[config.mk]
export PLATFORM = sky130hd
export DESIGN_NAME = alu_main_flat
export DESIGN_NICKNAME = d
export VERILOG_FILES = /design/src/rtl/alu_main_if.sv /design/src/rtl/alu_main.sv /design/src/flat_wrapper.sv
export SDC_FILE = /design/constraint.sdc
export NUM_CORES = 1
export LEC_CHECK = 0
export CORE_ASPECT_RATIO = 2
export CORE_UTILIZATION = 45
export DETAILED_ROUTE_END_ITERATION = 8
export GPL_ROUTABILITY_DRIVEN = 0
export PLACE_DENSITY = 0.7
export SLEW_MARGIN = 10
export SYNTH_ARGS = -nofsm -noshare
export SYNTH_HDL_FRONTEND = slang
export SYNTH_SLANG_ARGS = --single-unit
[constraint.sdc]
create_clock -name clk -period 21.5 [get_ports clk]
set_input_delay 4.3 -clock clk [delete_from_list [all_inputs] [get_ports clk]]
set_output_delay 4.3 -clock clk [all_outputs]
set_load 0.05 [all_outputs]
[src/rtl/alu_main_if.sv]
// Operand/select/result bundle between the calculator front-end FSM and the accumulator ALU.
interface alu_main_if;
    localparam int unsigned DATA_W = 8;

    logic              on;
    logic [2:0]        in_sel;
    logic [DATA_W-1:0] num1;
    logic [DATA_W-1:0] num2;
    logic [6:0]        out_sel;
    logic [DATA_W-1:0] final1;
    logic [DATA_W-1:0] final2;
    logic [DATA_W-1:0] out;
    logic [1:0]        currState;
    logic [1:0]        nextState;

    modport master (
        output on, in_sel, num1, num2, out_sel,
        input  final1, final2, out, currState, nextState
    );

    modport slave (
        input  on, in_sel, num1, num2, out_sel,
        output final1, final2, out, currState, nextState
    );
endinterface

[src/rtl/alu_main.sv]
// 8-bit accumulator ALU: one-hot operand source and operation select, registered result
// and operands, 2-bit status state machine with its combinational next state exposed.
module alu_main (
    input logic       clk,
    input logic       rst,
    alu_main_if.slave bus
);
    localparam int unsigned DW = 8;
    localparam int unsigned PW = 2 * DW;
    localparam int unsigned SW = DW + 1;

    localparam logic [2:0] SEL_PERSIST = 3'b001;
    localparam logic [2:0] SEL_LOAD    = 3'b010;
    localparam logic [2:0] SEL_CLEAR   = 3'b100;

    localparam logic [6:0] OP_MUL = 7'b1000000;
    localparam logic [6:0] OP_SUB = 7'b0100000;
    localparam logic [6:0] OP_ADD = 7'b0010000;
    localparam logic [6:0] OP_NOT = 7'b0001000;
    localparam logic [6:0] OP_XOR = 7'b0000100;
    localparam logic [6:0] OP_OR  = 7'b0000010;
    localparam logic [6:0] OP_AND = 7'b0000001;

    typedef enum logic [1:0] {
        ST_OFF     = 2'b00,
        ST_CLEARED = 2'b01,
        ST_VALID   = 2'b10,
        ST_OVF     = 2'b11
    } state_t;

    state_t          state_q, state_d;
    logic [DW-1:0]   out_q, out_d;
    logic [DW-1:0]   f1_q, f1_d;
    logic [DW-1:0]   f2_q, f2_d;
    logic [DW-1:0]   op_a, op_b, result;
    logic [PW-1:0]   product;
    logic [SW-1:0]   sum;
    logic            ovf;
    logic            compute_ok;

    // Datapath: persist feeds back the result registered before this edge.
    always_comb begin
        op_a       = (bus.in_sel == SEL_LOAD) ? bus.num1 : out_q;
        op_b       = bus.num2;
        product    = PW'(op_a) * PW'(op_b);
        sum        = SW'(op_a) + SW'(op_b);
        compute_ok = ((bus.in_sel == SEL_LOAD) || (bus.in_sel == SEL_PERSIST))
                     && $onehot(bus.out_sel);
        result     = '0;
        ovf        = 1'b0;
        case (bus.out_sel)
            OP_MUL: begin
                result = product[DW-1:0];
                ovf    = |product[PW-1:DW];
            end
            OP_SUB: begin
                result = op_a - op_b;
                ovf    = (op_a < op_b);
            end
            OP_ADD: begin
                result = sum[DW-1:0];
                ovf    = sum[DW];
            end
            OP_NOT:  result = ~op_a;
            OP_XOR:  result = op_a ^ op_b;
            OP_OR:   result = op_a | op_b;
            OP_AND:  result = op_a & op_b;
            default: result = '0;
        endcase
    end

    // Next-state rules in priority order: reset, off, clear, compute, hold.
    always_comb begin
        state_d = state_q;
        out_d   = out_q;
        f1_d    = f1_q;
        f2_d    = f2_q;
        if (rst) begin
            state_d = ST_CLEARED;
            out_d   = '0;
            f1_d    = '0;
            f2_d    = '0;
        end else if (!bus.on) begin
            state_d = ST_OFF;
        end else if (bus.in_sel == SEL_CLEAR) begin
            state_d = ST_CLEARED;
            out_d   = '0;
            f1_d    = '0;
            f2_d    = '0;
        end else if (compute_ok) begin
            state_d = ovf ? ST_OVF : ST_VALID;
            out_d   = result;
            f1_d    = op_a;
            f2_d    = op_b;
        end
    end

    always_ff @(posedge clk) begin
        if (rst) begin
            state_q <= ST_CLEARED;
            out_q   <= '0;
            f1_q    <= '0;
            f2_q    <= '0;
        end else begin
            state_q <= state_d;
            out_q   <= out_d;
            f1_q    <= f1_d;
            f2_q    <= f2_d;
        end
    end

    assign bus.out       = out_q;
    assign bus.final1    = f1_q;
    assign bus.final2    = f2_q;
    assign bus.currState = state_q;
    assign bus.nextState = state_d;
endmodule

[src/flat_wrapper.sv]
// flat-port wrapper written by rule: the top's interface ports become plain ports
module alu_main_flat 
  (clk, rst, bus_on, bus_in_sel, bus_num1, bus_num2, bus_out_sel, bus_final1, bus_final2, bus_out, bus_currState, bus_nextState);
  alu_main_if bus_i ();
  input logic clk;
  input logic rst;
  input wire logic [$bits(bus_i.on)-1:0] bus_on;
  input wire logic [$bits(bus_i.in_sel)-1:0] bus_in_sel;
  input wire logic [$bits(bus_i.num1)-1:0] bus_num1;
  input wire logic [$bits(bus_i.num2)-1:0] bus_num2;
  input wire logic [$bits(bus_i.out_sel)-1:0] bus_out_sel;
  output wire logic [$bits(bus_i.final1)-1:0] bus_final1;
  output wire logic [$bits(bus_i.final2)-1:0] bus_final2;
  output wire logic [$bits(bus_i.out)-1:0] bus_out;
  output wire logic [$bits(bus_i.currState)-1:0] bus_currState;
  output wire logic [$bits(bus_i.nextState)-1:0] bus_nextState;
  assign bus_i.on = bus_on;
  assign bus_i.in_sel = bus_in_sel;
  assign bus_i.num1 = bus_num1;
  assign bus_i.num2 = bus_num2;
  assign bus_i.out_sel = bus_out_sel;
  assign bus_final1 = bus_i.final1;
  assign bus_final2 = bus_i.final2;
  assign bus_out = bus_i.out;
  assign bus_currState = bus_i.currState;
  assign bus_nextState = bus_i.nextState;
  alu_main u_core (.clk(clk), .rst(rst), .bus(bus_i));
endmodule
==> impl_results.md <==
* Cells after Synth at 550
* Worst Hold Slack at around 480 ps
* 1st-iter DRT viols at 173
* GRT Total Usage at 0.286
* Die W at 73.1 µm
* CTS root buffer: clkbuf_16
* Synthesized area at about 4600 µm²
* Share of total power in the clock network at 0.338
* Cell Rows at 51
* CTS Sinks at 26
* Multi-input logic area at about 3600 µm²
* Slew HR at 0.235
* Syn Area/Cell at between 8 and 9 µm²
* H-tree levels at 1
* Crit share post-route at 0.715
* Routed wire per std cell at 19.5 µm
* Routed wire length at about 14000 µm
* Max incr delay on CP at 710 ps
* Minimum clock period at about 15000 ps
* Clock latency on the worst-skew pair at about 270 ps
* Status: complete, no violations
* Critical Path End Type: primary output
* Clk pin slew, worst setup/hold paths at about 70 ps
* Peak supply drop at approximately 0.053 mV
* CP Max Fanout at 8
* Final setup TNS at 0 ps
* Post-route clock skew at 2.95 ps
* FF+latch count, synth at 26
* Critical path class: in -> out
* # resized after CTS at 0
* Number of global-route vias before repair at between 4000 and 5000
* Async set-reset flop share out of synthesis at 0
* Global-route wire length before repair at 22600 µm
* Largest delay share family, worst path: adder cells
* Hold crit path type: reg -> reg
* Antenna diodes at 0
* I/O pin total at between 50 and 60
* Post-route worst setup slack at between 6000 and 7000 ps
* Crit path buf inv count at 5
* Share of post-route cells with drive strength above 1 at 0.0417
* Place WS at around 6200 ps
* GR Overflow Total at 0
* Seq pwr share at 0.300
* Post-Synthesis Net Count at 693
* DRC Markers at 0
* Top area cells in the synthesized netlist: ha_1 20%, fa_1 18%, dfxtp_1 11%
* EDFF count, synth at 0
* Register area at roughly 520 µm²
* Antenna violations before repair at 0
* PD cells at approximately 31 nW/µm²
* Worst path most repeated cell: fa_1
* CP cell instances: clkdlybuf4s50_1 -> nor3b_4 -> mux2_2 -> inv_1 -> nor2_1 -> fa_1 -> inv_1 -> fa_1 -> fa_1 -> fa_1 -> inv_1 -> ha_1 -> o21ai_0 -> nor2_1 -> o21ai_0 -> or3_1 -> mux2_2 -> nand4_1 -> a311o_1 -> clkdlybuf4s50_1
* Post-route ant nets at 0
* Placed Cells at roughly 730
* Warnings, synthesis at 0
* CTS tree: built
* FILL cells at between 800 and 900
* Sequential fraction of the synthesis area at 0.114
* Post-synth cell types at 67
* Core area at around 10000 µm²
* Cell taking the most area after synthesis: ha_1
* Final Setup Violations at 0
* Initial Util at 0.466
* R2R Setup Slk at roughly 16000 ps
* Tightest Pin Transition at between 1000 and 1500 ps
* Synth top area share at 0.201
* CTS Hold Buffers Added at 0
* CTS Buf Count at 3
* Leakage at approximately 2.5 nW
* Setup Fix Bufs, Post-CTS at 0
* Largest net degree at the start of global routing at 30
* Endpoints failing hold at 0
* Comb power frac at 0.362
* Deepest clock path buffer count at 2
* Die area at 10500 µm²
* Layout Area Growth over Synthesis at 17.6%
* Die Y at roughly 140 µm
* Length of the first detailed-routing pass in iterations at 5
* Max cap viols at 0
* Via count at 4336
* Slew Limit Fails at 0
* Count leader, synth: inv_1
* Worst EP arrival at ~11000 ps
* Port bufs at 56
* Nets at between 700 and 800
* Final std cells w/o fill at roughly 730
* Worst setup SP type: primary input
* Switch share at 0.336
* Final HPWL DP at around 12000 µm
* Via density at a little under 6
* Most common flop cell mapped by yosys: dfxtp_1
* Internal at 0.109 mW
* Peak Freq at approximately 65 MHz
* RSZ-0062 raised after global routing: false
* Cell area after placement at 5250 µm²
* Design area at around 5400 µm²
* Slowest cell on crit path: clkdlybuf4s50_1
* Sw Pwr at between 0.05 and 0.06 mW
* Critical Path RT at 17200 ps
* Top cells by count, synth: 88 x inv_1, 73 x ha_1, 71 x nor2_1, 41 x fa_1, 38 x nand2_1
-- final timing paths --
kind                          start                       to  cells past startpoint
setup / recovery      bus_in_sel[1]         bus_nextState[0]                     20
hold / removal    u_core.bus.out[6]        u_core.bus.out[6]                      2
setup reg to reg  u_core.bus.out[1]  u_core.bus.currState[0]                     17
hold reg to reg   u_core.bus.out[6]        u_core.bus.out[6]                      2
-- layer usage --
layer	track usage	up-vias	wire, µm
met1	0.271	2068	4660
met4	0.234	0	1170
met5	0	-	0
met3	0.0286	74	662
li1	-	1994	-
met2	0.533	200	7750
-- logic make-up after synthesis --
| group | Yosys count | synth area share |
|---|---|---|
| simple gates | 155 | 0.162 |
| compound gates | 129 | 0.204 |
| mux | 14 | 0.0341 |
| xor+xnor | 10 | 0.0192 |
| buf+inv | 102 | 0.0847 |
| fa+ha+maj | 114 | 0.381 |
| flops | 26 | 0.114 |
-- final cells by class --
class	count	share of cell area
inverters	90	0.0636
repair buffers	58	0.108
clock inverters	1	0.00561
well taps	132	0.0309
clock buffers	3	0.0140
multi-input cells	422	0.681
flip-flops and latches	26	0.0972
-- registers in the layout, indices dropped and copies added, names as in the netlist --
register / cells
u_core.bus.out: 8
u_core.bus.currState: 2
u_core.bus.final1: 8
u_core.bus.final2: 8
-- worst register-to-register path, cell delays in order (launching register included) --
cell and delay, ps:
dfxtp_1 330, mux2_2 360, inv_1 320, nor2_1 110, fa_1 430, inv_1 90, fa_1 410, fa_1 480
fa_1 540, inv_1 40, ha_1 330, o21ai_0 110, nor2_1 230, o21ai_0 250, or3_1 370, mux2_2 220
nand4_1 210, a311o_1 420
-- cell usage in the layout, fill, tap and decap left out, drive strengths merged, types with 4 or more instances in the layout --
master and count:
nand3 6, a21o 5, ha 73, o22ai 6, mux2i 5, nor2 71
or3 4, nor2b 5, and4b 4, fa 41, dfxtp 26, a22oi 23
nor3 8, xnor2 6, mux2 9, xor2 4, a21oi 22, a211oi 7
nand4b 4, o211ai 6, o21ai 17, inv 90, nand2 38, clkdlybuf4s50 56
o21a 6
-- power by group through the flow --
| stage | clock network (mW) | logic [mW] | registers [mW] |
|---|---|---|---|
| floorplan | 0 | 0.0355 | 0.0524 |
| global placement | 0 | 0.0575 | 0.0502 |
| detailed placement | 0 | 0.0584 | 0.0502 |
| CTS | 0.0558 | 0.0588 | 0.0491 |
| global route | 0.0571 | 0.0651 | 0.0491 |
| finish | 0.0553 | 0.0592 | 0.0491 |
-- metrics by stage --
stage | utilization | total power, mW
after floorplan | - | 0.0879
after global placement | 0.537 | 0.108
after detailed placement | 0.537 | 0.109
after CTS | 0.548 | 0.164
after global routing | 0.548 | 0.171
final | 0.548 | 0.164
No activity file was read; power rests on OpenSTA's default activity.
